--- src/rtl/map_switch_ctrl_pkg.sv ---
// Shared mapper-hub definitions: select codes, mapper index constants, switch FSM encoding.
// Combinational only; no latency and no flow control.
package map_switch_ctrl_pkg;

    localparam logic [1:0] SEL_NOM = 2'd0;
    localparam logic [1:0] SEL_261 = 2'd1;
    localparam logic [1:0] SEL_389 = 2'd2;

    localparam int unsigned MAP_IDX_261 = 261;
    localparam int unsigned MAP_IDX_389 = 389;

    typedef enum logic [1:0] {
        IDLE   = 2'd0,
        WAIT_Q = 2'd1,
        RST    = 2'd2,
        REL    = 2'd3
    } state_t;

endpackage

--- src/rtl/map_switch_ctrl_quiet_det.sv ---
// Consecutive quiet-cycle detector: ok fires on the IDLE_CYC-th consecutive quiet cycle.
// Latency: ok includes the current cycle's quiet input; no backpressure, count clears when en=0.
module quiet_det #(
    parameter int IDLE_CYC = 4
) (
    input  logic clk,
    input  logic rst,
    input  logic en,
    input  logic quiet,
    output logic ok
);

    localparam int CW = $clog2(IDLE_CYC + 1);

    logic [CW-1:0] cnt_q;
    logic [CW-1:0] cnt_d;

    always_comb begin
        cnt_d = '0;
        if (en && quiet) begin
            cnt_d = (cnt_q == CW'(IDLE_CYC)) ? cnt_q : cnt_q + 1'b1;
        end
    end

    assign ok = en && quiet && (cnt_d == CW'(IDLE_CYC));

    always_ff @(posedge clk or posedge rst) begin
        if (rst) begin
            cnt_q <= '0;
        end else begin
            cnt_q <= cnt_d;
        end
    end

endmodule

--- src/rtl/map_switch_ctrl.sv ---
// Sequences mapper switches: wait for quiet bus, hold map_rst RST_CYC cycles, pulse done.
// Latency: done IDLE_CYC+RST_CYC+1 cycles after accept (1 if index unchanged); req_ready only in IDLE, busy requests dropped.
module map_switch_ctrl
    import map_switch_ctrl_pkg::*;
#(
    parameter int IDX_W    = 10,
    parameter int IDLE_CYC = 4,
    parameter int RST_CYC  = 8
) (
    input  logic             clk,
    input  logic             rst,
    input  logic             req_valid,
    input  logic [IDX_W-1:0] req_idx,
    output logic             req_ready,
    input  logic             cpu_m2,
    input  logic             ss_act,
    output logic [1:0]       map_sel,
    output logic [IDX_W-1:0] cur_idx,
    output logic             map_rst,
    output logic             busy,
    output logic             done
);

    localparam int RCW = $clog2(RST_CYC + 1);
    localparam int XW  = (IDX_W > 32) ? IDX_W : 32;

    state_t           state_q, state_d;
    logic [IDX_W-1:0] pend_idx_q, pend_idx_d;
    logic [IDX_W-1:0] cur_idx_q, cur_idx_d;
    logic [1:0]       map_sel_q, map_sel_d;
    logic             map_rst_q, map_rst_d;
    logic             done_q, done_d;
    logic [RCW-1:0]   rcnt_q, rcnt_d;
    logic             quiet_ok;
    logic [XW-1:0]    pend_x;
    logic [1:0]       pend_sel;

    quiet_det #(
        .IDLE_CYC (IDLE_CYC)
    ) u_quiet_det (
        .clk   (clk),
        .rst   (rst),
        .en    (state_q == WAIT_Q),
        .quiet (!cpu_m2 && !ss_act),
        .ok    (quiet_ok)
    );

    // Compare at >=32 bits so narrow IDX_W can never alias onto 261/389.
    assign pend_x = XW'(pend_idx_q);

    always_comb begin
        pend_sel = SEL_NOM;
        if (pend_x == XW'(MAP_IDX_261)) begin
            pend_sel = SEL_261;
        end else if (pend_x == XW'(MAP_IDX_389)) begin
            pend_sel = SEL_389;
        end
    end

    always_comb begin
        state_d    = state_q;
        pend_idx_d = pend_idx_q;
        cur_idx_d  = cur_idx_q;
        map_sel_d  = map_sel_q;
        map_rst_d  = map_rst_q;
        rcnt_d     = rcnt_q;
        done_d     = 1'b0;
        case (state_q)
            IDLE: begin
                if (req_valid) begin
                    pend_idx_d = req_idx;
                    if (req_idx == cur_idx_q) begin
                        state_d = REL;
                        done_d  = 1'b1;
                    end else begin
                        state_d = WAIT_Q;
                    end
                end
            end
            WAIT_Q: begin
                if (quiet_ok) begin
                    state_d   = RST;
                    map_sel_d = pend_sel;
                    cur_idx_d = pend_idx_q;
                    map_rst_d = 1'b1;
                    rcnt_d    = RCW'(1);
                end
            end
            RST: begin
                if (rcnt_q == RCW'(RST_CYC)) begin
                    state_d   = REL;
                    map_rst_d = 1'b0;
                    done_d    = 1'b1;
                end else begin
                    rcnt_d = rcnt_q + 1'b1;
                end
            end
            REL: begin
                state_d = IDLE;
            end
            default: begin
                state_d = IDLE;
            end
        endcase
    end

    always_ff @(posedge clk or posedge rst) begin
        if (rst) begin
            state_q    <= IDLE;
            pend_idx_q <= '0;
            cur_idx_q  <= '0;
            map_sel_q  <= SEL_NOM;
            map_rst_q  <= 1'b0;
            done_q     <= 1'b0;
            rcnt_q     <= '0;
        end else begin
            state_q    <= state_d;
            pend_idx_q <= pend_idx_d;
            cur_idx_q  <= cur_idx_d;
            map_sel_q  <= map_sel_d;
            map_rst_q  <= map_rst_d;
            done_q     <= done_d;
            rcnt_q     <= rcnt_d;
        end
    end

    assign req_ready = (state_q == IDLE);
    assign busy      = (state_q != IDLE);
    assign map_sel   = map_sel_q;
    assign cur_idx   = cur_idx_q;
    assign map_rst   = map_rst_q;
    assign done      = done_q;

endmodule

--- config.mk ---
export PLATFORM = sky130hd
export DESIGN_NAME = map_switch_ctrl
export DESIGN_NICKNAME = d
export VERILOG_FILES = /design/src/rtl/map_switch_ctrl_pkg.sv /design/src/rtl/map_switch_ctrl_quiet_det.sv /design/src/rtl/map_switch_ctrl.sv
export SDC_FILE = /design/constraint.sdc
export NUM_CORES = 1
export LEC_CHECK = 0
export ABC_AREA = 1
export BUFFER_PORTS_ARGS = -buffer_cell sky130_fd_sc_hd__buf_4
export CAP_MARGIN = 20
export CORE_MARGIN = 3
export CORE_UTILIZATION = 56
export CTS_CLUSTER_DIAMETER = 120
export DETAILED_ROUTE_END_ITERATION = 16
export PLACE_DENSITY = 0.76
export REMOVE_ABC_BUFFERS = 1
export SYNTH_ARGS = -nofsm -noshare
export SYNTH_HDL_FRONTEND = slang
export SYNTH_SLANG_ARGS = --single-unit
--- constraint.sdc ---
create_clock -name clk -period 3.65 [get_ports clk]
set_input_delay 0.73 -clock clk [delete_from_list [all_inputs] [get_ports clk]]
set_output_delay 0.73 -clock clk [all_outputs]
set_load 0.01 [all_outputs]
==> impl_metrics.toml <==
[critical_path]
crit_path_max_incr_delay_ps = 410
cp_common_cell = "inv_1"
path_max_fanout = 5
cp_num_cells = 4
worstPathRequired_ps = 2920
slowest_stage = "dfrtp_1"
critPathKind = "reg2out"
worstPathBufferInverterCount = 3
worstSetupStartpointType = "flip-flop"
endpoint_kind = "output pin"
critical_path.top_delay_family = "flip-flops"
cp_data_arrival_time_ps = 1320
timing.critical_path.cells = "inv_1 -> ha_1 -> inv_1 -> buf_4"
ff2ff_path_depth = 10

[power_and_ir_drop]
power_density_nw_per_um2 = 556
net-switching-power_w = 0.000420
swShare_pct = 36.9
p_int_w = 0.000720
share_comb_of_total_power_pct = 35.0
share_of_power_burned_in_registers_pct = 44.7
power.share.clock_pct = 20.2
vdd_ir_drop_max_mv = 0.499
total_leakage_power_nw = 1.11

[global_routing]
number_of_antenna_violations_at_the_first_check_in_global_routing = 0
grt_util_all_layers_pct = 19.6
grt_pass1_vias = 1328
grt_start_max_net_pins = 34
global_route.overflow_total = 0
wire_length_of_the_first_global_routing_pass_um = 5460

[synthesis]
synth_sequential_area_ratio_pct = 47.4
synth_simple_gate_area_share_pct = 25.8
yosys.area_share.adder_pct = 5.03
synth_xor_xnor_area_share_pct = 3.02
ys_seq_elements = 33
yosys_warnings = 0
combinational_family_with_the_most_area_after_synthesis = "simple AND/OR/NAND/NOR gates"
avgSynthCellArea_um2 = 8.11
mappedNetlistArea_um2 = 1740
syn-instance-count = 215
synth-compound-area-share_pct = 9.05
post_synth_mux_area_share_pct = 0.646
synth.lib_cells_used.distinct = 23

[clock_network]
tritoncts = "yes"
htreeDepth = 2
worst_skew_pair_latency_ps = 330
numClockSinks = 33
cts_buffer_depth = 2
clk_pin_slew_ps = 100
post_cts.repair.setup_buffers = 0
post_cts_resize_count = 0
cts_root_buf = "clkbuf_4"
holdBufCountCts = 0
numCtsBuffers = 5

[die]
fp.dieArea_um2 = 3820
io_pins = 31
start_util_pct = 61.1
rows = 19
die_span_y_um = 61.8
core_region_area_um2 = 2850
die_width_um = 61.8

[final_layout]
multiInputGateArea_um2 = 759
util_after_layout_pct = 71.9
fillers = 239
syn_to_final_growth_pct = 17.7
sequential_cell_area_um2 = 826
finalNetCount = 270
fraction_of_final_layout_cells_sized_beyond_drive_strength_1_pct = 22.5
antenna-diode-count = 0

[drt]
drt-total-wl_um = 3270
drt_iter0_drc = 82
vias_per_cell = 5.06
avgRoutedWirePerCell_um = 11.7
vias = 1418
drc_errors = 0
drt-pass1-iter-count = 4
postRouteAntennaNets = 0

[job]
max_cap_viol = 0

[sta]
final_setup_violation_count = 0
max-slew-margin-rel_pct = 57.4
finalSetupTns_ps = 0
timing.final.max_slew_violations = 0
report.final.hold_viol_count = 0
timing_worst_slew_pin_value_ps = 637
rsz0062_at_grt = "false"
timing.final.crit_share_pct = 56.0
minimum_period_implied_by_the_final_worst_setup_slack_ps = 2050
clock.fmax_mhz = 489
finalClockSkew_ps = 7.02

[place]
place_congestion = 0.828
placement.io_buffers = 30
dpl.hpwl_um = 2450

[status]
status = "completed"

[worst_hold_path]
min-delay-path-class = "in2async"
-- through the flow --
stage	instances	total power [W]	worst slack, ps	hold WS, ps	instance area [um^2]
2_1_floorplan	210	0.000802	1780	453	1710
6_report	280	0.00114	1600	486	2050
3_3_place_gp	272	0.000903	1490	471	1980
5_1_grt	280	0.00126	1390	502	2050
3_5_place_dp	272	0.000921	1470	480	1980
4_1_cts	280	0.00115	1590	494	2050
-- flip-flops by register name, indices dropped and copies added (netlist names) --
signal             count
cur_idx               10
map_rst                1
u_quiet_det.cnt_q      3
rcnt_q                 4
state_q                2
map_sel                2
done                   1
pend_idx_q            10
-- worst register-to-register path: stages, from the launching register on --
cell,delay [ps]
dfrtp_1,400
inv_1,70
ha_1,220
nand2_1,140
inv_1,70
nand2_1,100
nand3_2,380
nand2_2,270
nand3_4,130
nand2_1,80
o21ai_1,50
-- final timing paths --
kind                            start  slack (ps)              endpoint
setup reg to reg           state_q[1]        1640             rcnt_q[1]
max in group asynchronous         rst        2870  u_quiet_det.cnt_q[1]
min in group clk              map_rst         500               map_rst
hold / removal                    rst         490               map_rst
setup / recovery           state_q[0]        1600                  busy
hold reg to reg               map_rst         500               map_rst
-- final cells by class --
cell class                 instances  share of cell area, %
sequential                        33                   40.3
multi-input combinational        144                   37.0
timing repair buffer              31                   11.3
inverter                          33                   6.04
clock buffer                       7                   3.17
tap                               31                   1.89
clock inverter                     1                  0.244
-- logic make-up (layout without fill, tap and decap cells) --
| family | count (synthesis) | count (layout) |
|---|---|---|
| DFF | 33 | 33 |
| and+or+nand+nor | 103 | 103 |
| buffers and inverters | 38 | 72 |
| adders and majority gates | 7 | 7 |
| AOI/OAI and AO/OA | 27 | 27 |
| muxes | 1 | 1 |
| xor gates and xnor gates | 6 | 6 |
-- layout by cell type (no fill, tap or decap) --
cell / count
clkinv_2: 1
nor3_1: 2
clkbuf_4: 5
a21oi_1: 4
nor2_1: 14
o21ai_2: 6
nand3_1: 10
inv_1: 32
clkbuf_8: 2
nand3_2: 2
o21ai_1: 6
nor4_1: 1
xnor2_1: 5
dfrtp_1: 33
nand2_2: 2
ha_1: 7
xor2_1: 1
o21ai_0: 11
buf_4: 31
nand2_1: 67
mux2_2: 1
or2_2: 3
nor2_4: 1
nand3_4: 1
inv_2: 1
-- cells in the mapped netlist --
library cell   n  area share [%]
nand3_1       10             2.9
a21oi_1        4             1.1
nand3_4        1             1.0
clkbuf_1       3            0.65
nor3_1         2            0.57
buf_6          2             1.3
xor2_1         1            0.50
or2_2          3             1.1
nor4_1         1            0.36
inv_1         32             6.9
o21ai_2        6             3.0
nand3_2        2             1.1
xnor2_1        5             2.5
o21ai_0       11             3.2
nor2_4         1            0.65
nand2_2        2            0.72
dfrtp_1       33              47
nand2_1       67              14
ha_1           7             5.0
o21ai_1        6             1.7
inv_2          1            0.22
nor2_1        14             3.0
mux2_2         1            0.65
-- layer usage --
layer | share of wire (%) | GRT usage [%]
met1 | 45 | 22.8
met4 | 1.2 | 5.15
met5 | 0 | 0
met3 | 4.3 | 6.82
met2 | 49 | 34.4
-- power groups by stage --
stage / clock network, W / logic [W] / registers [W]
floorplan: 0 / 0.000298 / 0.000504
global placement: 0 / 0.000390 / 0.000513
detailed placement: 0 / 0.000404 / 0.000517
CTS: 0.000238 / 0.000405 / 0.000510
global route: 0.000257 / 0.000478 / 0.000524
finish: 0.000231 / 0.000399 / 0.000510
(Power assumes the default switching activity.)
